===== src/rtl/oled_text_buffer.sv =====
// oled_text_buffer: 4x16 OLED text image with a fixed prompt region and an editable entry region.
// Ports: clock/reset (sync, active-high); prompt_in (prompt text, char p at MSB-first byte p);
//   char_in/char_valid/char_ready (ASCII entry handshake); backspace, clear (one-cycle strobes);
//   display_string (512-bit image, position 0 in the top byte); entry_value (unmasked entry, slot 0 in the top byte);
//   entry_len, entry_full, busy (fill in progress), update (one-cycle pulse when the image changes).
// Build option: define MASK_INPUT_EN to show MASK_CHAR on the display in place of each entered char.
module oled_text_buffer #(
    parameter int EDIT_START = 32,
    parameter int EDIT_LEN = 16,
    parameter logic [7:0] PAD_CHAR = 8'h20,
    parameter logic [7:0] MASK_CHAR = 8'h2A
) (
    input  logic                           clock,
    input  logic                           reset,
    input  logic [8*EDIT_START-1:0]        prompt_in,
    input  logic [7:0]                     char_in,
    input  logic                           char_valid,
    output logic                           char_ready,
    input  logic                           backspace,
    input  logic                           clear,
    output logic [511:0]                   display_string,
    output logic [8*EDIT_LEN-1:0]          entry_value,
    output logic [$clog2(EDIT_LEN+1)-1:0]  entry_len,
    output logic                           entry_full,
    output logic                           busy,
    output logic                           update
);
    localparam int LW = $clog2(EDIT_LEN+1);
    typedef enum logic {FILL, IDLE} state_t;
    state_t state, state_n;
    logic [5:0] idx, idx_n, d_pos;
    logic [7:0] d_ch, e_ch, prompt_ch;
    logic d_we, e_we, e_clr, upd_n;
    logic [LW-1:0] len_n, e_slot;
    assign busy = state == FILL;
    assign entry_full = entry_len == LW'(EDIT_LEN);
    assign char_ready = state == IDLE && !entry_full;
    always_comb begin
        prompt_ch = PAD_CHAR;
        for (int i = 0; i < EDIT_START; i++)
            if (idx == 6'(i)) prompt_ch = prompt_in[8*(EDIT_START-1-i) +: 8];
    end
    always_comb begin
        state_n = state;
        idx_n = idx;
        len_n = entry_len;
        upd_n = 1'b0;
        d_we = 1'b0;
        d_pos = idx;
        d_ch = PAD_CHAR;
        e_we = 1'b0;
        e_clr = 1'b0;
        e_slot = entry_len;
        e_ch = PAD_CHAR;
        if (state == FILL) begin
            d_we = 1'b1;
            d_ch = {1'b0, idx} < 7'(EDIT_START) ? prompt_ch : PAD_CHAR;
            idx_n = idx + 6'd1;
            if (idx == 6'd63) begin
                state_n = IDLE;
                len_n = '0;
                e_clr = 1'b1;
                upd_n = 1'b1;
            end
        end else if (clear) begin
            state_n = FILL;
            idx_n = '0;
        end else if (backspace) begin
            if (entry_len != '0) begin
                d_we = 1'b1;
                d_pos = 6'(EDIT_START) + 6'(entry_len) - 6'd1;
                e_we = 1'b1;
                e_slot = entry_len - LW'(1);
                len_n = entry_len - LW'(1);
                upd_n = 1'b1;
            end
        end else if (char_valid && char_ready && char_in >= 8'h20 && char_in <= 8'h7E) begin
            d_we = 1'b1;
            d_pos = 6'(EDIT_START) + 6'(entry_len);
`ifdef MASK_INPUT_EN
            d_ch = MASK_CHAR;
`else
            d_ch = char_in;
`endif
            e_we = 1'b1;
            e_ch = char_in;
            len_n = entry_len + LW'(1);
            upd_n = 1'b1;
        end
    end
    always_ff @(posedge clock) begin
        if (reset) begin
            state <= FILL;
            idx <= '0;
            entry_len <= '0;
            update <= 1'b0;
            display_string <= {64{PAD_CHAR}};
            entry_value <= {EDIT_LEN{PAD_CHAR}};
        end else begin
            state <= state_n;
            idx <= idx_n;
            entry_len <= len_n;
            update <= upd_n;
            for (int p = 0; p < 64; p++)
                if (d_we && d_pos == 6'(p)) display_string[8*(63-p) +: 8] <= d_ch;
            if (e_clr) entry_value <= {EDIT_LEN{PAD_CHAR}};
            else
                for (int i = 0; i < EDIT_LEN; i++)
                    if (e_we && e_slot == LW'(i)) entry_value[8*(EDIT_LEN-1-i) +: 8] <= e_ch;
        end
    end
endmodule


===== config.mk =====
export PLATFORM = sky130hd
export DESIGN_NAME = oled_text_buffer
export DESIGN_NICKNAME = d
export VERILOG_FILES = /design/src/rtl/oled_text_buffer.sv
export SDC_FILE = /design/constraint.sdc
export NUM_CORES = 1
export LEC_CHECK = 0
export ABC_AREA = 1
export BUFFER_PORTS_ARGS = -buffer_cell sky130_fd_sc_hd__buf_2
export CAP_MARGIN = 40
export CORE_AREA = 2 2 363 365
export CTS_BUF_LIST = sky130_fd_sc_hd__clkbuf_16
export DETAILED_ROUTE_END_ITERATION = 10
export DIE_AREA = 0 0 365 367
export GPL_TIMING_DRIVEN = 0
export PLACE_DENSITY_LB_ADDON = 0.2
export SLEW_MARGIN = 30
export SYNTH_ARGS = -nofsm -noshare
export SYNTH_HDL_FRONTEND = slang
export SYNTH_SLANG_ARGS = --single-unit

===== constraint.sdc =====
create_clock -name clock -period 8.54 [get_ports clock]
set_input_delay 0.427 -clock clock [delete_from_list [all_inputs] [get_ports clock]]
set_output_delay 0.427 -clock clock [all_outputs]
set_load 0.05 [all_outputs]

==> summary.txt, run 1 <==
Syn Nets - 4804
peak supply drop - 0.000133 V
PwrDens - 190 nW/um^2
pre-CTS setup slack - 3.19 ns
row cnt - 133
distinct cell type count after synthesis - 46
RSZ-0062 raised after global routing - no
DR iter-0 viols - 2804
CP Launch Type - register
EDFF count, synth - 0
TritonCTS clock tree - yes
Layout Cells excl Fill - 7373
max-slew violations - 0
IO Pins - 918
Synth Instances - 4529
initial antenna violation count - 19
postcts setup bufs - 0
status - complete, no violations
number of port buffers - 917
First-pass DRT Iterations - 6
Slew headroom - 39.6%
vias in the first global route - 30500
die outline height - 367 um
Vias/cell - 4.46
clock period minus worst slack - 5.45 ns
final hold vios - 0
area grow syn2layout - 31.5%
Sum Neg Setup Slack - 0 ns
Worst EP required - 9.11 ns
clock latency on the worst-skew pair - 0.68 ns
fin crit share - 63.8%
clk_skew - 0.0240 ns
overall power - 7.59 mW
Sinks on Clock Net - 653
die width - 365 um
# DRC - 0
ranking of synthesized cells by area - dfxtp_1 (43%), nor2_1 (12%), nand2_1 (10%)
Initial Util - 23.2%
first-pass GRT wire length - 233 mm
CP max FO - 10
TritonCTS buffer count - 80
Setup crit end kind - register
most common cell in the netlist - nor2_1
worst hold path class - in2reg
layout cells sized above 1 - 23.7%
dominant synthesized flop cell - dfxtp_1
fmax - 184 MHz
grt total ovfl - 0
Leak Pwr - 20.4 nW
Resized Gates After CTS - 0
Setup-failing EPs final - 0
setup slack after layout - 3.09 ns
top cell type's share of synthesized area - 43.2%
WL final - 169 mm
largest area contributor in the netlist - dfxtp_1
Overall Global Routing Usage - 24.3%
# fillers - 14800
sequential area share after synthesis - 43.2%
design area - 39800 sq um
Yosys reg bits - 653
Async SR Flop Fraction - 0%
Worst-Margin Slew - 0.906 ns
critical setup path kind - reg2reg
vias - 32900
DP Area - 37200 sq um
clock slew at reported path FFs - 0.06 ns
mapped cell area - 30300 sq um
Avg WL per Cell - 22.9 um
core area - 130000 sq um
Final HPWL DP - 131 mm
yosys warns - 0
Placed Cells - 7212
largest net degree at the start of global routing - 13
Worst EP arrival - 6.01 ns
Die Area - 134000 sq um
Hold-fix buffers, CTS - 0
syn_area_per_cell - 6.69 sq um
Final nets - 5820
H-tree levels - 3
most frequent cells after synthesis - nor2_1 (999), nand2_1 (846), dfxtp_1 (653)
maxcap violations - 0
gp weighted congestion - 0.939
clk buf depth - 3
Routed Antenna Nets - 0
clock root cell - clkbuf_16
-- path summary, 6_finish.rpt --
kind                      start             endpoint  slack [ns]  cells past startpoint
max                entry_len[0]  display_string[101]        3.09                     21
min reg2reg  display_string[55]   display_string[55]        0.43                      2
min                       clear               idx[5]        0.17                      4
max reg2reg        entry_len[0]  display_string[101]        3.09                     21
-- worst max-delay path, cell delays in order, from the launching register on --
cell and delay, ns:
dfxtp_1 0.41, clkinv_1 0.27, ha_1 0.32, nand3_1 0.22
o21ai_0 0.17, inv_1 0.27, nand2_1 0.18, inv_1 0.31
nor2_1 0.09, inv_1 0.08, nand3_1 0.10, nor2_1 0.31
o21a_1 0.29, inv_1 0.09, nor3_1 0.43, inv_1 0.29
clkbuf_1 0.28, nor2_1 0.58, buf_2 0.35, inv_1 0.09
a21oi_1 0.14, nand2_1 0.07
-- state kept, by name (all words and copies together) (netlist names) --
| name | count |
|---|---|
| display_string | 512 |
| entry_value | 128 |
| idx | 6 |
| entry_len | 5 |
| state | 1 |
| update | 1 |
-- logic make-up after synthesis --
group                    after synthesis  share of synthesized area [%]
AO/OA/AOI/OAI                        477                           8.25
XOR/XNOR                               3                         0.0868
adder cells (fa/ha/maj)                6                          0.248
buffers and inverters                923                           13.1
flip-flops                           653                           43.2
AND/OR/NAND/NOR                     2467                           35.1
-- area by class of cell --
cell class              count  area (sq um)  share of cell area, %
diodes                     10          25.0                 0.0628
plain buffers             273          1550                   3.90
clock buffers              82          2050                   5.15
clock inverters            63           482                   1.21
inverters                 650          2440                   6.13
multi-input cells        2953         13200                   33.3
flip-flops and latches    653         13100                   32.8
well taps                1755          2200                   5.51
repair buffers            934          4750                   11.9
-- through the flow --
step	util, %	hold WS (ns)
4_1_cts	30.5	0.0898
3_5_place_dp	28.5	0.427
2_1_floorplan	-	0.486
5_1_grt	30.5	0.177
3_3_place_gp	28.4	0.422
6_report	30.5	0.170
-- placed cells by master, fill, tap and decap left out, drive strengths merged --
| cell | n |
|---|---|
| o21a | 3 |
| a32oi | 1 |
| nand4 | 2 |
| xor2 | 3 |
| o221ai | 1 |
| diode | 10 |
| ha | 6 |
| nor3 | 10 |
| clkbuf | 219 |
| o22ai | 3 |
| a22oi | 1 |
| nand3b | 2 |
| clkinv | 43 |
| a221oi | 1 |
| o21ai | 183 |
| nor3b | 1 |
| o211ai | 25 |
| dfxtp | 653 |
| nand3 | 554 |
| a21oi | 252 |
| or2 | 28 |
| nor4 | 2 |
| clkinvlp | 2 |
| inv | 663 |
| a211oi | 4 |
| a2111oi | 1 |
| bufinv | 5 |
| nor2 | 1011 |
| nand2 | 857 |
| buf | 1070 |
| o21bai | 2 |
-- per-layer routing --
| layer | routed length, um | track usage [%] | share of wire (%) |
|---|---|---|---|
| met1 | 74200 | 31.9 | 44 |
| met2 | 78000 | 39.8 | 46 |
| met3 | 12600 | 5.63 | 7.4 |
| met4 | 4260 | 6.36 | 2.5 |
| met5 | 21 | 0 | 0.012 |
-- where the power goes --
group / switching, mW / total [mW] / internal (mW)
clock network: 1.47 / 3.37 / 1.90
registers: 0.0154 / 3.08 / 3.07
logic: 0.822 / 1.13 / 0.308
Power figures use the tool's default switching activity.
==> run 2, diff against run 1 <==
- ABC_AREA: 1 -> 0
- CORE_AREA: 2 2 363 365 -> 2 2 359 361
- DIE_AREA: 0 0 365 367 -> 0 0 361 363
- clock period: 8.54 -> 5 ns (I/O delays scaled with it)
==> summary.txt, run 2 <==
status - complete, no violations (unchanged)
Avg WL per Cell - 33.7 um (was 22.9 um)
most common cell after layout, fill and taps aside - buf_2 (unchanged)
syn_area_per_cell - 8.69 sq um (was 6.69 sq um)
Fin Hold WS - 0.138 ns (was 0.170 ns)
fmax - 206 MHz (was 184 MHz)
CP max FO - 10 (unchanged)
FF+latch area - 13100 sq um (unchanged)
WP buf/inv - 6 (was 9)
Reg power frac - 41.8% (was 40.7%)
layout cells sized above 1 - 30.1% (was 23.7%)
CP Launch Type - register (unchanged)
wire length on met3 - 19.1 mm (was 12.6 mm)
clock slew at reported path FFs - 0.06 ns (about the same)
most frequent cells in the layout - buf_2 (1004), dfxtp_1 (653), a21oi_1 (345) (was buf_2 (1002), nor2_1 (998), nand2_1 (846))
Top delay family on crit path - buffers and inverters (unchanged)
peak supply drop - 0.000259 V (was 0.000133 V)
WL met2 - 89.0 mm (was 78.0 mm)
sw frac - 30.2% (was 30.5%)
gp weighted congestion - 0.955 (was 0.939)
# fillers - 14000 (was 14800)
Vias/cell - 5.37 (was 4.46)
part of the power in the clock network - 45.7% (was 44.5%)
Biggest register - display_string (unchanged)
most common cell in the netlist - dfxtp_1 (was nor2_1)
Initial Util - 22.0% (was 23.2%)
final hold vios - 0 (unchanged)
pre-CTS setup slack - -0.591 ns (was 3.19 ns)
Largest regs - display_string x512, entry_value x128, idx x6 (unchanged)
yosys warns - 0 (unchanged)
Syn Nets - 3497 (was 4804)
Final HPWL DP - 163 mm (was 131 mm)
largest net degree at the start of global routing - 13 (unchanged)
switching power - 3.79 mW (was 2.31 mW)
clock root cell - clkbuf_16 (unchanged)
Worst EP arrival - 5.49 ns (was 6.01 ns)
grt total ovfl - 0 (unchanged)
largest area contributor in the netlist - dfxtp_1 (unchanged)
CP peak stage delay - 0.56 ns (was 0.58 ns)
Util after Layout - 30.1% (was 30.5%)
die outline height - 363 um (was 367 um)
crit-path cells - clkbuf_2 -> clkinv_1 -> ha_1 -> buf_2 -> or4b_1 -> clkbuf_1 -> nand2_1 -> a311o_1 -> or2_1 -> buf_2 -> nor3_2 -> buf_1 -> o2111ai_1 -> a21oi_1 (was clkinv_1 -> ha_1 -> nand3_1 -> o21ai_0 -> inv_1 -> nand2_1 -> inv_1 -> nor2_1 -> inv_1 -> nand3_1 -> nor2_1 -> o21a_1 -> inv_1 -> nor3_1 -> inv_1 -> clkbuf_1 -> nor2_1 -> buf_2 -> inv_1 -> a21oi_1 -> nand2_1)
core area - 127000 sq um (was 130000 sq um)
top cell type's share of synthesized area - 46.7% (was 43.2%)
Setup-failing EPs final - 0 (unchanged)
Yosys reg bits - 653 (unchanged)
Leak Pwr - 15.9 nW (was 20.4 nW)
TritonCTS clock tree - yes (unchanged)
IO Pins - 918 (unchanged)
setup slack after layout - 0.144 ns (was 3.09 ns)
max-slew violations - 0 (unchanged)
Synth Instances - 3222 (was 4529)
crit-path most repeated cell - buf_2 (was inv_1)
first-pass GRT wire length - 269 mm (was 233 mm)
critical setup path kind - reg2reg (unchanged)
Overall Global Routing Usage - 29.7% (was 24.3%)
clock period minus worst slack - 4.86 ns (was 5.45 ns)
Placed Cells - 5855 (was 7212)
WL met1 - 87.5 mm (was 74.2 mm)
Setup crit end kind - register (unchanged)
clk_skew - 0.0469 ns (was 0.0240 ns)
Slew headroom - 37.0% (was 39.6%)
Sinks on Clock Net - 653 (unchanged)
worst hold path class - in2reg (unchanged)
PwrDens - 329 nW/um^2 (was 190 nW/um^2)
Worst EP required - 5.63 ns (was 9.11 ns)
initial antenna violation count - 35 (was 19)
Async SR Flop Fraction - 0% (unchanged)
Crit-path slowest cell - buf_1 (was nor2_1)
H-tree levels - 3 (unchanged)
DR iter-0 viols - 3378 (was 2804)
WL final - 203 mm (was 169 mm)
fin crit share - 97.1% (was 63.8%)
vias - 32400 (was 32900)
maxcap violations - 0 (unchanged)
Pint - 8.77 mW (was 5.28 mW)
mapped cell area - 28000 sq um (was 30300 sq um)
area grow syn2layout - 36.5% (was 31.5%)
First-pass DRT Iterations - 5 (was 6)
dominant synthesized flop cell - dfxtp_1 (unchanged)
row cnt - 131 (was 133)
clock latency on the worst-skew pair - 0.73 ns (was 0.68 ns)
vias in the first global route - 30500 (about the same)
Comb pwr share - 12.5% (was 14.9%)
number of port buffers - 916 (was 917)
TritonCTS buffer count - 77 (was 80)
# DRC - 0 (unchanged)
max FFs per register - 512 (unchanged)
Multi-input gate area - 13700 sq um (was 13200 sq um)
Top Layer Used - met5 (unchanged)
EDFF count, synth - 0 (unchanged)
Die Area - 131000 sq um (was 134000 sq um)
Layout Cells excl Fill - 6027 (was 7373)
ranking of synthesized cells by area - dfxtp_1 (47%), mux2i_1 (6.8%), a21oi_1 (6.2%) (was dfxtp_1 (43%), nor2_1 (12%), nand2_1 (10%))
Routed Antenna Nets - 0 (unchanged)
distinct cell type count after synthesis - 85 (was 46)
clk buf depth - 3 (unchanged)
Final nets - 4563 (was 5820)
sequential area share after synthesis - 46.7% (was 43.2%)
Sum Neg Setup Slack - 0 ns (unchanged)
die width - 361 um (was 365 um)
Worst-Margin Slew - 0.946 ns (was 0.906 ns)
most frequent cells after synthesis - dfxtp_1 (653), a21oi_1 (347), nand2_1 (289) (was nor2_1 (999), nand2_1 (846), dfxtp_1 (653))
==> run 2: changes by cell type in the layout (fill, tap and decap cells not counted), moves of 44 or more <==
| cell | delta |
|---|---|
| nor2_1 | -811 |
| inv_1 | -613 |
| nand2_1 | -560 |
| nand3_1 | -333 |
| mux2i_1 | +190 |
| a311oi_1 | +106 |
| clkbuf_1 | +99 |
| a21oi_1 | +94 |
| nor3_1 | +86 |
| nand3_2 | -78 |
| a211oi_1 | +54 |
| o211ai_1 | +44 |
==> run 2: area by class of cell <==
| cell class | count | area share, % |
|---|---|---|
| antenna | 15 | 0.0982 |
| buffer | 348 | 3.82 |
| clock buffer | 78 | 5.11 |
| clock inverter | 63 | 1.44 |
| inverter | 26 | 0.255 |
| multi-input combinational | 2195 | 35.8 |
| sequential | 653 | 34.2 |
| tap | 1662 | 5.44 |
| timing repair buffer | 987 | 13.8 |
==> run 2: worst paths after layout <==
check	start	endpoint	slack, ns	depth (start not counted)
setup / recovery	entry_len[0]	display_string[272]	0.14	14
setup reg to reg	entry_len[0]	display_string[272]	0.14	14
hold reg to reg	entry_value[31]	entry_value[31]	0.42	2
hold / removal	prompt_in[7]	display_string[263]	0.14	4
==> run 2: tightest hold or removal path: cells and delay by family <==
family	cells	cell delay (ns)
AO/OA/AOI/OAI	2	0.26
buffers and inverters	2	0.29
==> run 2: timing repair <==
action                                  in CTS  in global routing
setup buffers                                3                  4
pin swaps                                    2                  2
hold buffers                                 1                  0
endpoints found under the setup margin     300                167
endpoints found under the hold margin        1                  0
resized for setup                           22                 33
==> run 2: kinds of logic after synthesis <==
group / synth area share [%]
AO/OA/AOI/OAI: 24.2
XOR/XNOR: 0.0626
adder cells (fa/ha/maj): 0.268
buffers and inverters: 5.40
flip-flops: 46.7
multiplexers: 6.79
AND/OR/NAND/NOR: 16.6
==> run 2: metrics by stage <==
stage	power, mW	area (sq um)
floorplan	6.02	28000
global route	12.9	38200
CTS	12.6	38000
finish	12.6	38200
global placement	6.83	34700
detailed placement	6.87	35400
==> run 2: power by group through the flow <==
stage	logic [mW]	clock network, mW	registers, mW
2_1_floorplan	0.555	0	5.46
3_3_place_gp	1.46	0	5.37
3_5_place_dp	1.50	0	5.37
4_1_cts	1.51	5.82	5.25
5_1_grt	1.59	6.01	5.25
6_report	1.57	5.74	5.25
==> run 2: metal layers <==
| layer | global-route usage, % | vias up |
|---|---|---|
| met2 | 46.4 | 1786 |
| met3 | 7.51 | 291 |
| li1 | - | 14000 |
| met4 | 9.94 | 6 |
| met5 | 0 | - |
| met1 | 39.6 | 16300 |
==> run 3, diff against run 2 <==
- CORE_AREA: 2 2 359 361 -> 2 2 355 357
- DIE_AREA: 0 0 361 363 -> 0 0 357 359
==> summary.txt, run 3 (same netlist as run 2, synthesis figures left out) <==
pre-CTS setup slack - -0.664 ns (was -0.591 ns)
setup slack after layout - 0.142 ns (was 0.144 ns)
clk_skew - 0.0381 ns (was 0.0469 ns)
maxcap violations - 0 (unchanged)
Final nets - 4559 (was 4563)
Setup-failing EPs final - 0 (unchanged)
vias - 32300 (was 32400)
final hold vios - 0 (unchanged)
Largest regs - display_string x512, entry_value x128, idx x6 (unchanged)
Multi-input gate area - 13700 sq um (unchanged)
status - complete, no violations (unchanged)
Initial Util - 22.5% (was 22.0%)
Sinks on Clock Net - 653 (unchanged)
CP Launch Type - register (unchanged)
Worst EP required - 5.55 ns (was 5.63 ns)
WL met1 - 84.8 mm (was 87.5 mm)
clock latency on the worst-skew pair - 0.70 ns (was 0.73 ns)
Die Area - 128000 sq um (was 131000 sq um)
RSZ-0062 raised after global routing - no
row cnt - 130 (was 131)
max FFs per register - 512 (unchanged)
fin crit share - 97.2% (was 97.1%)
Worst-Margin Slew - 0.879 ns (was 0.946 ns)
wire length on met3 - 17.8 mm (was 19.1 mm)
clock root cell - clkbuf_16 (unchanged)
Worst EP arrival - 5.41 ns (was 5.49 ns)
clk buf depth - 3 (unchanged)
most frequent cells in the layout - buf_2 (1003), dfxtp_1 (653), a21oi_1 (346) (was buf_2 (1004), dfxtp_1 (653), a21oi_1 (345))
Layout Cells excl Fill - 6009 (was 6027)
Placed Cells - 5840 (was 5855)
area grow syn2layout - 36.2% (was 36.5%)
peak supply drop - 0.000232 V (was 0.000259 V)
Avg WL per Cell - 33.3 um (was 33.7 um)
Slew headroom - 41.4% (was 37.0%)
Final HPWL DP - 162 mm (was 163 mm)
# fillers - 13800 (was 14000)
initial antenna violation count - 34 (was 35)
FF+latch area - 13100 sq um (unchanged)
Biggest register - display_string (unchanged)
CP max FO - 10 (unchanged)
Routed Antenna Nets - 0 (unchanged)
layout cells sized above 1 - 30.3% (was 30.1%)
Util after Layout - 30.6% (was 30.1%)
First-pass DRT Iterations - 7 (was 5)
Overall Global Routing Usage - 29.9% (was 29.7%)
PwrDens - 324 nW/um^2 (was 329 nW/um^2)
DR iter-0 viols - 3415 (was 3378)
TritonCTS buffer count - 77 (unchanged)
Setup crit end kind - register (unchanged)
WL met2 - 90.4 mm (was 89.0 mm)
fmax - 206 MHz (about the same)
# DRC - 0 (unchanged)
most common cell after layout, fill and taps aside - buf_2 (unchanged)
WL final - 200 mm (was 203 mm)
number of port buffers - 916 (unchanged)
largest net degree at the start of global routing - 20 (was 13)
worst hold path class - in2reg (unchanged)
clock slew at reported path FFs - 0.06 ns (about the same)
core area - 125000 sq um (was 127000 sq um)
H-tree levels - 3 (unchanged)
die outline height - 359 um (was 363 um)
TritonCTS clock tree - yes (unchanged)
first-pass GRT wire length - 268 mm (was 269 mm)
Leak Pwr - 15.8 nW (was 15.9 nW)
critical setup path kind - reg2reg (unchanged)
die width - 357 um (was 361 um)
grt total ovfl - 0 (unchanged)
gp weighted congestion - 1.00 (was 0.955)
max-slew violations - 0 (unchanged)
clock period minus worst slack - 4.86 ns (about the same)
vias in the first global route - 30600 (was 30500)
Vias/cell - 5.38 (was 5.37)
Top Layer Used - met4 (was met5)
IO Pins - 918 (unchanged)
-- run 3: cell types whose count changed in the layout (fill, tap and decap cells not counted), sizes merged --
cell,delta
diode,+1
inv,-8
buf,-1
clkinvlp,+8
clkbuf,-4
bufinv,-2
-- run 3: timing repair --
item                                    in CTS  in global routing
resized for setup                           34                 16
endpoints found under the setup margin     424                390
buffers inserted                            13                  0
endpoints found under the hold margin        1                  0
hold buffers                                 1                  0
pin swaps                                    5                  1
-- run 3: final cells by class --
type | instances | share of cell area (%)
plain buffers | 344 | 3.78
multi-input cells | 2195 | 35.9
clock inverters | 61 | 1.38
clock buffers | 77 | 5.05
well taps | 1650 | 5.41
flip-flops and latches | 653 | 34.3
inverters | 26 | 0.256
repair buffers | 987 | 13.8
diodes | 16 | 0.105
-- run 3: final timing paths --
kind	from	endpoint	slack [ns]	cells past startpoint
worst min-delay path	prompt_in[7]	display_string[279]	0.12	4
worst min register to register	entry_value[79]	entry_value[79]	0.43	2
worst max register to register	entry_len[0]	display_string[166]	0.14	13
worst max-delay path	entry_len[0]	display_string[166]	0.14	13
-- run 3: where the power goes --
part | leakage [nW] | total [mW] | switching, mW | internal, mW
logic | 9.35 | 1.52 | 1.19 | 0.336
registers | 5.26 | 5.25 | 0.0188 | 5.23
clock network | 1.22 | 5.60 | 2.54 | 3.06
total | 15.8 | 12.4 | 3.75 | 8.63
-- run 3: metal layers --
metal  global-route usage (%)  vias to the layer above
met5                        0                        -
met4                     9.61                        0
met3                     8.31                      310
met2                     47.9                     1678
met1                     38.7                    16300
li1                         -                    14000
-- run 3: through the flow --
stage | hold slack, ns | setup TNS (ns) | total power [mW] | area (sq um)
3_5_place_dp | 0.416 | -106.47 | 6.84 | 35400
4_1_cts | 0.0942 | 0 | 12.4 | 38000
3_3_place_gp | 0.414 | -217.20 | 6.81 | 34700
6_report | 0.120 | 0 | 12.4 | 38200
5_1_grt | 0.114 | 0 | 12.7 | 38100
2_1_floorplan | 0.473 | 0 | 6.02 | 28000
-- run 3: critical path, cell delays in order, from the launching register on --
cell and delay [ns]:
dfxtp_1 0.39, clkbuf_2 0.24, clkinv_1 0.22, ha_1 0.17, buf_2 0.21, nand4bb_1 0.20
o211a_1 0.20, and3_1 0.41, nor3_1 0.59, a21o_1 0.34, clkbuf_1 0.61, clkbuf_1 0.71
nor3_1 0.19, a31o_2 0.26
